<file path="src/rtl/rv_pkg.sv">
// Shared integer-pipeline constants for the register-file slice.
//   XLEN, NREG, AW : register width, register count, register address width
//   MAX_LD         : outstanding-load capacity of the load scoreboard
//   REG_ZERO       : address of the hardwired-zero register x0
//   wb_sel_e       : writeback mux select; a load writeback is sel == WB_MEM
package rv_pkg;

  localparam int XLEN   = 32;
  localparam int NREG   = 32;
  localparam int AW     = 5;
  localparam int MAX_LD = 4;

  localparam logic [4:0] REG_ZERO = 5'd0;

  typedef enum logic [1:0] {
    WB_ALU = 2'b00,
    WB_MEM = 2'b01,
    WB_PC4 = 2'b10,
    WB_IMM = 2'b11
  } wb_sel_e;

  // Upstream helper: the writeback completes a load when memory data is selected.
  function automatic logic is_load_sel(input wb_sel_e sel);
    return sel == WB_MEM;
  endfunction

endpackage

</file>
<file path="src/rtl/ld_scoreboard.sv">
// Load scoreboard: tracks which registers await an outstanding load and how
// many loads are in flight.
//   clk, rst_n              : clock, asynchronous active-low reset
//   ld_issue, ld_rd         : a load with destination ld_rd leaves decode
//   wb_en, wb_is_load,
//   wb_addr                 : writeback qualifiers; a load writeback clears busy
//   rs1_addr/rs1_used,
//   rs2_addr/rs2_used       : decode-stage source operands
//   stall                   : a used source register is waiting on a load
//   ld_full                 : in-flight load count has reached MAX_LD
//   busy                    : per-register pending-load flags
module ld_scoreboard #(
  parameter int NREG   = rv_pkg::NREG,
  parameter int AW     = rv_pkg::AW,
  parameter int MAX_LD = rv_pkg::MAX_LD
) (
  input  logic            clk,
  input  logic            rst_n,
  input  logic            ld_issue,
  input  logic [AW-1:0]   ld_rd,
  input  logic            wb_en,
  input  logic            wb_is_load,
  input  logic [AW-1:0]   wb_addr,
  input  logic [AW-1:0]   rs1_addr,
  input  logic            rs1_used,
  input  logic [AW-1:0]   rs2_addr,
  input  logic            rs2_used,
  output logic            stall,
  output logic            ld_full,
  output logic [NREG-1:0] busy
);

  import rv_pkg::*;

  localparam int            CW      = $clog2(MAX_LD + 1);
  localparam logic [CW-1:0] CNT_MAX = CW'(MAX_LD);
  localparam logic [AW-1:0] ZERO_A  = AW'(REG_ZERO);

  logic [CW-1:0]   ld_cnt;
  logic [CW-1:0]   ld_cnt_nxt;
  logic [NREG-1:0] busy_nxt;
  logic            ld_set;
  logic            ld_clr;
  logic            clr_hit1;
  logic            clr_hit2;

  assign ld_set = ld_issue;
  assign ld_clr = wb_en && wb_is_load;

  // Counter saturates at both ends; an issue and a return in the same cycle cancel.
  always_comb begin
    ld_cnt_nxt = ld_cnt;
    if (ld_set && !ld_clr) begin
      if (ld_cnt != CNT_MAX) ld_cnt_nxt = ld_cnt + 1'b1;
    end else if (ld_clr && !ld_set) begin
      if (ld_cnt != '0) ld_cnt_nxt = ld_cnt - 1'b1;
    end
  end

  // Clear first, then set, so a newly issued load to the same register wins.
  always_comb begin
    busy_nxt = busy;
    if (ld_clr && wb_addr != ZERO_A) busy_nxt[wb_addr] = 1'b0;
    if (ld_set && ld_rd != ZERO_A)   busy_nxt[ld_rd]   = 1'b1;
    busy_nxt[0] = 1'b0;
  end

  always_ff @(posedge clk or negedge rst_n) begin
    if (!rst_n) begin
      ld_cnt <= '0;
      busy   <= '0;
    end else begin
      ld_cnt <= ld_cnt_nxt;
      busy   <= busy_nxt;
    end
  end

  // A returning load releases its consumer in the same cycle; the bypass carries the data.
  assign clr_hit1 = ld_clr && (wb_addr == rs1_addr);
  assign clr_hit2 = ld_clr && (wb_addr == rs2_addr);

  assign stall = (rs1_used && rs1_addr != ZERO_A && busy[rs1_addr] && !clr_hit1)
               | (rs2_used && rs2_addr != ZERO_A && busy[rs2_addr] && !clr_hit2);

  assign ld_full = (ld_cnt == CNT_MAX);

`ifndef SYNTHESIS
  always @(posedge clk) begin
    if (rst_n) begin
      assert (!(ld_issue && ld_full))
        else $error("ld_scoreboard: load issued while scoreboard is full");
      assert (!(ld_clr && ld_cnt == '0))
        else $error("ld_scoreboard: load writeback with no outstanding load");
    end
  end
`endif

endmodule

</file>
<file path="src/rtl/wb_regfile.sv">
// Architectural integer register file fed by the writeback mux.
//   clk, rst_n                 : clock, asynchronous active-low reset
//   rs1_addr/rs1_used/rs1_data : decode read port 1 (combinational, write-bypassed)
//   rs2_addr/rs2_used/rs2_data : decode read port 2
//   wb_en, wb_addr, wb_data    : one writeback write per cycle; x0 writes dropped
//   wb_is_load                 : the writeback returns a load
//   ld_issue, ld_rd            : a load leaves decode with destination ld_rd
//   stall                      : decode must hold for a pending load
//   ld_full                    : decode must not issue another load
module wb_regfile #(
  parameter int XLEN   = rv_pkg::XLEN,
  parameter int NREG   = rv_pkg::NREG,
  parameter int AW     = rv_pkg::AW,
  parameter int MAX_LD = rv_pkg::MAX_LD
) (
  input  logic            clk,
  input  logic            rst_n,
  input  logic [AW-1:0]   rs1_addr,
  input  logic            rs1_used,
  output logic [XLEN-1:0] rs1_data,
  input  logic [AW-1:0]   rs2_addr,
  input  logic            rs2_used,
  output logic [XLEN-1:0] rs2_data,
  input  logic            wb_en,
  input  logic [AW-1:0]   wb_addr,
  input  logic [XLEN-1:0] wb_data,
  input  logic            wb_is_load,
  input  logic            ld_issue,
  input  logic [AW-1:0]   ld_rd,
  output logic            stall,
  output logic            ld_full
);

  import rv_pkg::*;

  localparam logic [AW-1:0] ZERO_A = AW'(REG_ZERO);

  logic [XLEN-1:0] regs [NREG];
  logic [NREG-1:0] busy;

  always_ff @(posedge clk or negedge rst_n) begin
    if (!rst_n) begin
      for (int i = 0; i < NREG; i++) regs[i] <= '0;
    end else if (wb_en && wb_addr != ZERO_A) begin
      regs[wb_addr] <= wb_data;
    end
  end

  // x0 reads zero even when a write to it is on the bus this cycle.
  assign rs1_data = (rs1_addr == ZERO_A)                 ? '0      :
                    (wb_en && wb_addr == rs1_addr)       ? wb_data :
                                                           regs[rs1_addr];
  assign rs2_data = (rs2_addr == ZERO_A)                 ? '0      :
                    (wb_en && wb_addr == rs2_addr)       ? wb_data :
                                                           regs[rs2_addr];

  ld_scoreboard #(
    .NREG   (NREG),
    .AW     (AW),
    .MAX_LD (MAX_LD)
  ) u_sb (
    .clk        (clk),
    .rst_n      (rst_n),
    .ld_issue   (ld_issue),
    .ld_rd      (ld_rd),
    .wb_en      (wb_en),
    .wb_is_load (wb_is_load),
    .wb_addr    (wb_addr),
    .rs1_addr   (rs1_addr),
    .rs1_used   (rs1_used),
    .rs2_addr   (rs2_addr),
    .rs2_used   (rs2_used),
    .stall      (stall),
    .ld_full    (ld_full),
    .busy       (busy)
  );

`ifndef SYNTHESIS
  // A non-load write to a register with a pending load means the load will later overwrite it.
  always @(posedge clk) begin
    if (rst_n) begin
      assert (!(wb_en && !wb_is_load && wb_addr != ZERO_A && busy[wb_addr]))
        else $error("wb_regfile: non-load writeback to register with pending load");
    end
  end
`endif

endmodule
</file>
<file path="config.mk">
export PLATFORM = sky130hd
export DESIGN_NAME = wb_regfile
export DESIGN_NICKNAME = d
export VERILOG_FILES = /design/src/rtl/rv_pkg.sv /design/src/rtl/ld_scoreboard.sv /design/src/rtl/wb_regfile.sv
export SDC_FILE = /design/constraint.sdc
export NUM_CORES = 2
export LEC_CHECK = 0
export CAP_MARGIN = 40
export CORE_ASPECT_RATIO = 1.4
export CORE_MARGIN = 5
export CORE_UTILIZATION = 30
export DETAILED_ROUTE_END_ITERATION = 8
export PLACE_DENSITY = 0.44
export SYNTH_ARGS = -nofsm -noshare
export SYNTH_HDL_FRONTEND = slang
export SYNTH_SLANG_ARGS = --single-unit
</file>
<file path="constraint.sdc">
create_clock -name clk -period 3.05 [get_ports clk]
set_clock_uncertainty 0.15 [all_clocks]
set_input_delay 0.4575 -clock clk [delete_from_list [all_inputs] [get_ports clk]]
set_output_delay 0.4575 -clock clk [all_outputs]
set_load 0.1 [all_outputs]
</file>
### Yosys cells after proc, flatten, opt, wreduce, memory -nomap -nowiden

Cells that the tools add are included.

* $add $sub $neg: 2
* magnitude comparators: 10
* eq/ne operators: 5
* muxes and demuxes: 27
* bitwise logic cells: 7
* reduce and logical (&&, ||, !) cells: 33

Operators by type and width (number)
* $bwmux 1024: 1
* $mux 32: 11
* $bmux 32 s5: 2
* $demux 32 s5: 1
* $and 32x32->32: 1
* $not 32->32: 1
* $or 32x32->32: 1
* $lt 5x6->1 const B: 4
* $reduce_bool 5->1: 4
* $logic_and 1x1->1: 19
* $ge 6x6->1 const B: 3
* $not 5->6: 3
* $mux 3: 4
* $bmux 1 s5: 2
* $demux 1 s5: 2
* $eq 5x5->1: 2
* $ge 5x1->1 const B: 2
* $logic_not 5->1: 2
* $lt 6x1->1 const B: 1
* $logic_not 1->1: 4
* $mux 1: 4
* $reduce_bool 2->1: 2
* $add 3x1->3 const B: 1
* $eq 3x3->1 const B: 1
* other kinds (6): 6

* register bits: 1058
* bits of input ports: 59
* output and inout port bits: 66
* word-level logic and storage cells: 118

### Logic depth before layout (Yosys ltp)

* depth in word-level cells: 9
* depth in mapped cells: 10
* gate-level depth less buffers: 6

### Cells and area by module

Synthesis repeated with hierarchy kept, for this count alone.

* cell total of the unflattened synthesis: 4020
* area total of the unflattened synthesis: 57113.5 um2

Modules (own cells, without submodules)
* wb_regfile: times used 1, cells each 3792, area an instance 54798.8 um2, seq. area each 25624.6 um2
* ld_scoreboard: times used 1, cells each 228, area an instance 2314.7 um2, seq. area each 850.8 um2

### Least setup slack after synthesis

OpenSTA, ideal clock, no wires.

* path kind: in2out
* start point: in rs2_addr[0]
* end point: out stall
* arrival time: 3.795 ns
* data required time: 2.442 ns
* slack: -1.353 ns
* stages on the path: 9
* buffers on the path: 4
* cell sequence: buf_4 > buf_6 > buf_6 > buf_6 > inv_1 > mux2i_1 > nand3_1 > o2111ai_1 > o32ai_1

* cells in the longest elaborated chain, start to end: 5
* elaborated cells on any way between the ends: 10
* classes of those cells: 1 x eq/ne; 2 x mux; 1 x bitwise; 6 x reduce/logical

Ends and longest elaborated chain
* start, declared: line wb_regfile.sv:21 `input logic [AW-1:0] rs2_addr,`
* $bmux 1 s5, or another cell as far along: line ld_scoreboard.sv:83 `| (rs2_used && rs2_addr != ZERO_A && busy[rs2_addr] && !clr_hit2);`
* $mux 1 (implied by the code), or another cell as far along: line ld_scoreboard.sv:83
* $logic_and 1x1->1 / $logic_not 1->1 (equally long branches): line ld_scoreboard.sv:83
* $logic_and 1x1->1 *: line ld_scoreboard.sv:83
* $or 1x1->1 *: line ld_scoreboard.sv:83
* end, declared: line wb_regfile.sv:30 `output logic stall,`

Every way passes the cells marked *; elsewhere a longest branch is shown, timed or not. The select of a mux whose other input is x is not followed.

### Worst setup path after layout

* start point: in rs2_addr[4]
* end point: out rs2_data[4]

* cells in the longest elaborated chain, start to end: 6
* elaborated cells on any way between the ends: 9
* classes of those cells: 1 x eq/ne; 5 x mux; 1 x bitwise; 2 x reduce/logical

Ends and longest elaborated chain
* $not 5->6 (implied by the code): line wb_regfile.sv:55 `regs[rs2_addr];`
* $bmux 32 s5: line wb_regfile.sv:55
* $mux 32 (implied by the code) (2 in a row): line wb_regfile.sv:55
* $mux 32: line wb_regfile.sv:54 `(wb_en && wb_addr == rs2_addr) ? wb_data :`
* $mux 32 *: line wb_regfile.sv:53 `assign rs2_data = (rs2_addr == ZERO_A) ? '0 :`
* end, declared: line wb_regfile.sv:23 `output logic [XLEN-1:0] rs2_data,`

Marked as above.

==> flow_summary.ini <==
[global_route]
antenna_found_initial = 5
gr-usage-all-layers_pct = 22.8
grt_pass1_wl_um = 321000
first_global_vias = 40700
grt-ovfl-total = 0
grt_max_degree = 76

[floorplan]
rows = 188
fp.coreArea_mm2 = 0.187
die_height_um = 524
dieArea_mm2 = 0.197
start_util_pct = 30.2
ioPinCount = 125
fp.dieW_um = 377

[timing]
tightestPinTransition_ps = 931
fmax_mhz = 308
post-route-min-period_ps = 3250
setup_viol = 41
rsz0062_at_grt = yes
hold_viol = 0
drv_slew = 0
max_slew_margin_pct = 37.9
holdWs_ps = 233
fin_crit_sh_pct = 107
layout_setup_ws_ps = -202

[outcome]
status = complete, but fails checks
violations = negative setup slack

[drt]
top_layer = met5
vias_per_cell = 5.65
met3WireLength_um = 9820
drt_iter0_drc = 2736
drc = 0
ant_nets = 0
wl_per_cell_um = 33.7
wl_um = 228000
wl_met2_um = 113000
drtPass1Iterations = 5
vias = 38300
wl_met1_um = 97100

[critical_path]
rr_startpoint = u_sb.ld_cnt[0]
endpoint_kind = primary output
criticalPathCategory = in2out
reg2reg_slack_ps = 1320
cp.arrival_ps = 2640
crit_fanout = 7
ff2ff_path_depth = 3
start_kind = input port
worstReg2RegEnd = u_sb.ld_cnt[2]
cp.required_ps = 2440

[synth]
netlist_instances = 3782
async_reset_ff_share_pct = 100
yosysUniqueCellTypes = 51
synth_top_area_share_pct = 46.8
synth_area_mm2 = 0.0565
synth_edf_count = 0
synth.ff_latch_count = 1058
synth_area_leaders = dfrtp_1 (47%), mux4_2 (19%), mux2_2 (19%)
yosysTopAreaCell = dfrtp_1
seq_area_frac_synth_pct = 46.8
yosysMostFrequentCell = dfrtp_1
syn_area_per_cell_um2 = 14.9
ys_warn_count = 0
synth_fp_nets = 3842
synth_common_cells = dfrtp_1 (1,058), mux2_2 (929), mux4_2 (488)
synth_ff_type = dfrtp_1

[finish]
synthToLayoutAreaGrowth_pct = 30.6
fin_area_mm2 = 0.0738
fin_cells = 6768
drive_gt1_share_pct = 63.7
fin_nets = 4256
fillers = 17200

[power_and_ir_drop]
p_int_w = 0.0321
p_clk_share_pct = 32.4
finalPower_w = 0.0460
p_comb_share_pct = 26.9
pwr_density_cell_mw_per_mm2 = 624
p_sw_w = 0.0140
swShare_pct = 30.3
seq_power_share_pct = 40.6
irDropWorstVdd_mv = 0.470
leakage_nw = 31.0

[place]
place_congestion = 0.808
portBuffers = 124
dpl_cell_area_mm2 = 0.0665
hpwlAfterDp_um = 148000
dpl.cell_count = 6503

[clock_tree]
clk_pin_slew_ps = 60
cts_tree = done
clock_sinks = 1058
cts_root_buf = clkbuf_16
ctsLongestPathBuffers = 3
worstSkewPairLatency_ps = 740
cts_made_buffers = 113
htree_levels = 3

[min_path]
hold_class = in2async

[job]
cap_violations = 0
[logic make-up after synthesis]
kind of cell | count (synthesis) | synth area share (%)
AO/OA/AOI/OAI | 418 | 4.87
AND/OR/NAND/NOR | 247 | 2.27
buffers and inverters | 444 | 3.92
multiplexers | 1603 | 41.9
flip-flops | 1058 | 46.8
adder cells (fa/ha/maj) | 1 | 0.0354
XOR/XNOR | 11 | 0.170
[state kept, by name (all words and copies together), names as in the netlist]
name         cells
regs          1024
u_sb.busy       31
u_sb.ld_cnt      3
[worst max-delay path, cell delays in order]
cell	delay, ps
buf_4	170
buf_4	260
clkinvlp_4	300
nor2_4	200
buf_12	140
buf_12	130
buf_4	200
a22oi_2	70
a21oi_1	200
a311o_2	260
buf_12	200
[routing by layer]
| layer | global-route usage, % | vias up |
|---|---|---|
| met2 | 39.0 | 1055 |
| met4 | 7.48 | 2 |
| met1 | 30.1 | 21300 |
| met3 | 2.93 | 341 |
| li1 | - | 15600 |
| met5 | 0 | - |
[power groups by stage]
stage / clock network (W) / registers, W / logic (W)
2_1_floorplan: 0 / 0.0182 / 0.00769
3_3_place_gp: 0 / 0.0188 / 0.0112
3_5_place_dp: 0 / 0.0189 / 0.0113
4_1_cts: 0.0153 / 0.0186 / 0.0122
5_1_grt: 0.0158 / 0.0190 / 0.0131
6_report: 0.0149 / 0.0187 / 0.0124
[final cells by class]
cell class              count  area (µm²)  share of cell area [%]
multi-input cells        2280       30900                    41.8
flip-flops and latches   1058       26500                    35.9
repair buffers            736        9380                    12.7
clock buffers             168        3300                    4.48
well taps                2470        3090                    4.19
clock inverters            44         642                   0.870
inverters                   7        30.0                  0.0407
diodes                      5        12.5                  0.0169
[worst max path at each step]
stage                 from            to  slack [ps]  cells past startpoint
2_1_floorplan  rs1_addr[0]         stall         -50                      8
3_3_place_gp   rs1_addr[3]   rs1_data[4]       -1060                     10
3_5_place_dp   rs1_addr[3]  rs1_data[27]        -880                     10
4_1_cts          regs[909]  rs2_data[13]        -270                      6
5_1_grt          regs[909]  rs2_data[13]        -270                      6
6_report       rs2_addr[4]   rs2_data[4]        -200                     11
[through the flow]
stage / setup TNS (ps) / setup slack (ps) / util [%]
global placement: -83340 / -1060 / 35.5
CTS: -6460 / -266 / 38.9
floorplan: -46.2 / -46.2 / -
detailed placement: -76880 / -883 / 35.5
finish: -2840 / -202 / 39.4
global route: -6070 / -269 / 39.4
[layout by cell type (no fill, tap or decap), types with 28 or more instances in the layout]
master,n
dfrtp_1,1058
o22ai_4,39
clkbuf_16,116
buf_12,258
nor2_4,42
o22ai_2,92
mux4_2,488
o21ai_0,83
mux2_2,928
nor4_4,29
a22oi_2,36
clkdlybuf4s50_1,42
mux2i_1,60
mux2_1,52
buf_6,30
o22ai_1,40
mux2_4,61
clkbuf_1,28
buf_4,373
[repair_timing]
item,CTS,global route
gates resized for setup,383,105
endpoints found under the hold margin,27,0
setup buffers,53,36
endpoints found under the setup margin,65,61
cloned,6,3
pin swaps,160,70
hold buffers,1,0
No activity file was read; power rests on OpenSTA's default activity.
